[config.mk]
export PLATFORM = sky130hd
export DESIGN_NAME = seg7_scan_driver
export DESIGN_NICKNAME = d
export VERILOG_FILES = /design/src/rtl/seg7_pkg.sv /design/src/rtl/seg7_decode.sv /design/src/rtl/seg7_scan_driver.sv
export SDC_FILE = /design/constraint.sdc
export NUM_CORES = 1
export LEC_CHECK = 0
export ABC_AREA = 0
export CAP_MARGIN = 25
export CELL_PAD_IN_SITES_DETAIL_PLACEMENT = 0
export CELL_PAD_IN_SITES_GLOBAL_PLACEMENT = 1
export CORE_ASPECT_RATIO = 0.7
export CORE_UTILIZATION = 41
export CTS_BUF_LIST = sky130_fd_sc_hd__clkbuf_4 sky130_fd_sc_hd__clkbuf_8
export DETAILED_ROUTE_END_ITERATION = 8
export GPL_TIMING_DRIVEN = 0
export PLACE_DENSITY = 0.78
export SLEW_MARGIN = 0
export SYNTH_ARGS = -nofsm -noshare
export SYNTH_HDL_FRONTEND = slang
export SYNTH_HIERARCHICAL = 1
export SYNTH_SLANG_ARGS = --single-unit
[constraint.sdc]
create_clock -name clk -period 5.55 [get_ports clk]
set_clock_uncertainty 0.05 [all_clocks]
set_input_delay 1.665 -clock clk [delete_from_list [all_inputs] [get_ports clk]]
set_output_delay 1.665 -clock clk [all_outputs]
set_load 0.02 [all_outputs]
[src/rtl/seg7_pkg.sv]
// seg7_pkg: shared 7-segment glyph table, scan phase type and BCD decode helper.
package seg7_pkg;
  typedef enum logic {PH_GUARD, PH_ON} phase_e;
  localparam logic [6:0] SEG_GLYPH [10] = '{7'h3F, 7'h06, 7'h5B, 7'h4F, 7'h66,
                                            7'h6D, 7'h7D, 7'h07, 7'h7F, 7'h6F};
  localparam logic [6:0] SEG_DASH = 7'h40;
  localparam logic [6:0] SEG_OFF = 7'h00;
  function automatic logic [6:0] bcd_to_seg(input logic [3:0] code);
    return code < 4'd10 ? SEG_GLYPH[code] : SEG_DASH;
  endfunction
endpackage

[src/rtl/seg7_decode.sv]
// seg7_decode: glyph lookup with dp, blanking, lamp test and output polarity.
module seg7_decode
  import seg7_pkg::*;
#(
  parameter bit ACTIVE_LOW = 1'b1
) (
  input  logic [3:0] code,
  input  logic       dp,
  input  logic       en,
  input  logic       blank,
  input  logic       lamp_test,
  output logic [7:0] seg
);
  logic [7:0] raw;
  // lamp_test wins over blanking but never over the slot enable (guard interval)
  assign raw = !en ? {1'b0, SEG_OFF} : lamp_test ? 8'hFF : blank ? {1'b0, SEG_OFF} : {dp, bcd_to_seg(code)};
  assign seg = ACTIVE_LOW ? ~raw : raw;
endmodule

[src/rtl/seg7_scan_driver.sv]
// seg7_scan_driver: 6-digit multiplexed 7-segment scanner with per-frame snapshot and guard blanking.
module seg7_scan_driver
  import seg7_pkg::*;
#(
  parameter int CLK_HZ         = 50_000_000,
  parameter int SCAN_HZ        = 1000,
  parameter int DIGITS         = 6,
  parameter int BLANK_CYCLES   = 500,
  parameter int SEG_ACTIVE_LOW = 1,
  parameter int SEL_ACTIVE_LOW = 1
) (
  input  logic        clk,
  input  logic        rst_n,
  input  logic [23:0] data,
  input  logic [5:0]  dp_mask,
  input  logic        lz_en,
  input  logic        freeze,
  input  logic        lamp_test,
  output logic [7:0]  seg,
  output logic [5:0]  sel,
  output logic        frame_start,
  output logic [2:0]  digit_idx
);
  localparam int TICK_DIV = CLK_HZ / SCAN_HZ;
  localparam int CW = TICK_DIV > 1 ? $clog2(TICK_DIV) : 1;
  localparam logic [7:0] SEG_IDLE = SEG_ACTIVE_LOW != 0 ? 8'hFF : 8'h00;
  localparam logic [5:0] SEL_IDLE = SEL_ACTIVE_LOW != 0 ? 6'h3F : 6'h00;

  generate
    if (BLANK_CYCLES >= TICK_DIV || DIGITS != 6) begin : g_bad_params
      $error("seg7_scan_driver: BLANK_CYCLES must be < CLK_HZ/SCAN_HZ and DIGITS must be 6");
    end
  endgenerate

  logic [CW-1:0] cnt_q, cnt_d;
  logic [2:0]    idx_q, idx_d;
  logic [23:0]   shadow_q, shadow_d;
  logic          frame_q, frame_d;
  logic [7:0]    seg_q, seg_d, dec_seg;
  logic [5:0]    sel_q, sel_d;
  logic          wrap, lz_hit;
  logic [3:0]    digit;
  phase_e        phase;

  assign wrap   = cnt_q == CW'(TICK_DIV - 1);
  assign phase  = cnt_q < CW'(BLANK_CYCLES) ? PH_GUARD : PH_ON;
  assign digit  = shadow_q[{idx_q, 2'b00} +: 4];
  assign lz_hit = lz_en && idx_q == 3'd5 && digit == 4'd0;

  seg7_decode #(.ACTIVE_LOW(SEG_ACTIVE_LOW != 0)) u_decode (
    .code      (digit),
    .dp        (dp_mask[idx_q]),
    .en        (phase == PH_ON),
    .blank     (lz_hit),
    .lamp_test (lamp_test),
    .seg       (dec_seg)
  );

  always_comb begin
    cnt_d    = wrap ? '0 : cnt_q + CW'(1);
    idx_d    = !wrap ? idx_q : idx_q == 3'd5 ? 3'd0 : idx_q + 3'd1;
    frame_d  = wrap && idx_q == 3'd5;
    shadow_d = frame_d && !freeze ? data : shadow_q;
    seg_d    = dec_seg;
    // the select stays active on a suppressed leading zero to keep duty uniform
    sel_d    = phase == PH_ON ? SEL_IDLE ^ (6'b1 << idx_q) : SEL_IDLE;
  end

  always_ff @(posedge clk or negedge rst_n) begin
    if (!rst_n) begin
      cnt_q    <= '0;
      idx_q    <= '0;
      shadow_q <= '0;
      frame_q  <= 1'b0;
      seg_q    <= SEG_IDLE;
      sel_q    <= SEL_IDLE;
    end else begin
      cnt_q    <= cnt_d;
      idx_q    <= idx_d;
      shadow_q <= shadow_d;
      frame_q  <= frame_d;
      seg_q    <= seg_d;
      sel_q    <= sel_d;
    end
  end

  assign seg         = seg_q;
  assign sel         = sel_q;
  assign frame_start = frame_q;
  assign digit_idx   = idx_q;
endmodule

==> results of run 1 <==
area by class of cell:
type | instances | area, um^2
Timing Repair Buffer | 54 | 541
Fill cell | 601 | 2970
Tap cell | 94 | 118
Clock inverter | 5 | 100
Sequential cell | 58 | 1470
Inverter | 6 | 22.5
Buffer | 12 | 77.6
Multi-Input combinational cell | 154 | 1340
Clock buffer | 11 | 151
per-layer routing:
metal,GRT usage [%],part of all wire [%]
met4,8.25,1.7
met2,24.4,41
met1,27.1,51
met5,0,0
met3,5.59,5.8
cell usage after synthesis (all sizes together) (5+ instances only):
cell type	number
and4	5
buf	11
dfrtp	44
dfstp	14
ha	7
inv	6
mux2	25
mux2i	11
nand2	12
nand3	6
nand4	6
nor2	10
nor2b	5
nor4	5
o21ai	9
xnor2	5
xor2	8
sequential cells by signal, indices dropped and copies added (netlist names):
signal	count
cnt_q	16
digit_idx	3
frame_start	1
seg	8
sel	6
shadow_q	24
power breakdown:
| group | internal [mW] | switching [mW] | leakage, nW | total (mW) |
|---|---|---|---|---|
| sequential | 0.423 | 0 | 0.748 | 0.423 |
| combinational | 0.0236 | 0.0132 | 0.846 | 0.0368 |
| clock | 0.321 | 0.170 | 0.129 | 0.491 |
kinds of logic (layout without fill, tap and decap cells):
kind of cell	Yosys count	after routing
buf+inv	18	88
compound gates	30	30
simple gates	66	66
flops	58	58
mux	38	38
fa+ha+maj	7	7
xor+xnor	13	13
stage by stage:
step / hold WS [ns] / cell area (um^2) / util (%) / power [mW]
finish: 0.446 / 3820 / 56.2 / 0.951
global route: 0.474 / 3820 / 56.2 / 0.982
CTS: 0.455 / 3810 / 56.1 / 0.964
detailed placement: 0.439 / 3560 / 52.4 / 0.469
global placement: 0.431 / 3540 / 52.2 / 0.467
floorplan: 0.414 / 2910 / - / 0.433
how the worst min path moves through the flow:
stage / from / endpoint / depth (start not counted)
detailed placement: shadow_q[16] / shadow_q[16] / 1
CTS: shadow_q[15] / shadow_q[15] / 1
global placement: shadow_q[23] / shadow_q[23] / 1
finish: shadow_q[15] / shadow_q[15] / 1
global route: shadow_q[16] / shadow_q[16] / 1
floorplan: shadow_q[16] / shadow_q[16] / 1
==> impl_results.md, run 1 <==
* Antenna violations before repair at 0
* Crit path kind: flip-flop to output pin
* R2R Path End: seg[0]
* Root buf cell: clkbuf_8
* Cell count after synthesis at between 200 and 250
* Die Y at between 70 and 80 um
* Hold Path Class: flip-flop to flip-flop
* # nets final at 337
* Most frequent cells in the layout: clkdlybuf4s50_1 (51), dfrtp_1 (44), mux2_4 (20), dfstp_2 (14), nand2_1 (12)
* Max-Cap Viols at 0
* Compound-Gate Fraction of Synth Area at under 10%
* Antenna viol nets, final at 0
* Vias per cell at 5.04
* Setup_tns at 0 ns
* R2R depth at 8
* Commonest non-fill, non-tap cell in the layout: clkdlybuf4s50_1
* Postcts setup bufs at 0
* DIE AREA at 7440 um^2
* Routability Congestion at a little over 0.8
* Mux cell area share after synthesis at 17.6%
* Pre-CTS setup slack at between 2 and 2.5 ns
* Clk_lat worst skew at 0.34 ns
* DRC at 0
* RSZ-0062 raised after global routing: false
* IO buf count at between 50 and 60
* Crit. path cell count at 1
* Pwr Density at roughly 250 nW/um^2
* Max clock buf depth at 2
* Core footprint at roughly 6800 um^2
* Setup crit end: digit_idx[1]
* Synthesized area at 2910 um^2
* Final setup violation count at 0
* Syn avg cell area at approximately 13 um^2
* Global-route wire length before repair at between 9 and 10 mm
* Number of detailed-route iterations in the first pass at 4
* Slew Limit Fails at 0
* Main combinational cell family by area after synthesis: multiplexers
* Post-synth cell types at 49
* Yosys top cell by area: dfrtp_1
* Worst slew pin tran at 1.05 ns
* Slowest stage delay, CP at ~0.66 ns
* Flops & latches, synth at 58
* Largest net degree at the start of global routing at 37
* Post-synthesis adder-cell area fraction at between 3 and 4%
* # hold bufs at CTS at 0
* Crit Path Max Fanout at 6
* Total wire length at a little over 6 mm
* Per-cell routed wire length at 15.4 um
* Final Hold Viols at 0
* Buf/Inv on CP at 1
* Reg2reg start: digit_idx[0]
* Fraction of final layout cells sized beyond drive strength 1 at between 20% and 30%
* Arr. time, crit path at between 1.5 and 2 ns
* Final worst-path cycle share at between 50% and 60%
* Initial Util at 42.8%
* Post-layout worst setup margin at around 2.3 ns
* Outcome: complete, no violations
* Top cell type's share of synthesized area at 37.9%
* Total grt overflow at 0
* Ports at 53
* Cell count after placement at approximately 380
* Reg-to-reg slack, setup at 2.78 ns
* Critical path origin: digit_idx[1]
* Via count at 1985
* Setup crit end kind: output pin
* Iteration-0 DRC Markers at between 40 and 50
* Async S/R FF share, synth at 100%
* Leakage Power at approximately 1.7 nW
* Cts bufs inserted at 9
* Worst vdd ir at between 0.1 and 0.15 mV
* Synth Area in XOR/XNOR at between 3 and 4%
* Post-Synth Simple-Gate Area at between 10% and 20%
* CP Cell Sequence: clkdlybuf4s50_1
* Slew margin rel. at roughly 29%
* Top_reg_cell synth: dfrtp_1
* FMAX at between 0.3 and 0.4 GHz
* Rows at 25
* CTS sink count at 58
* Synthesis-to-layout area growth at 31.3%
* CTS tree: yes
* Vias in the first global route at between 1500 and 2000
* Sequential-to-total area share from yosys stat at 50.5%
* PostCTS Resize Cnt at 0
* Crit start category: flip-flop
* Slowest CP cell: clkdlybuf4s50_1
* Number of flops mapped to enable cells by yosys at 0
* Main area contributors after synthesis: dfrtp_1 (38%), dfstp_2 (13%), mux2_4 (10%)
* Worst Path Required at roughly 3.8 ns
* CP delay by family, top: buffers and inverters
* Syn. warnings at 6
* Shortest period the worst path allows at 3.23 ns
* Finished Layout Cells at between 300 and 400
* Total Routing Usage GR at roughly 18%
* Worst-path clk slew at 0.07 ns
* Final HPWL DP at approximately 4.4 mm
* H-tree depth at 3
* Die W at between 100 and 150 um
* Diodes inserted at 0
* Post-Syn Nets at around 270
(Power assumes the default switching activity.)
==> inputs of run 2 (changes only) <==
- clock period: 5.55 -> 3 ns (I/O delays scaled with it)
==> results of run 2 <==
The final DEF is identical to that of run 1. Status: complete, no violations.
Main changes from that run: setup slack after placement 2.08 ns -> 0.0907 ns; setup slack after layout 2.32 ns -> 0.227 ns; start point of the critical path digit_idx[1] -> digit_idx[0]; end point of the critical path digit_idx[1] -> seg[0]; register-to-register setup slack 2.78 ns -> 0.23 ns; total power 0.951 mW -> 1.76 mW; worst IR drop on VDD 0.143 mV -> 0.264 mV
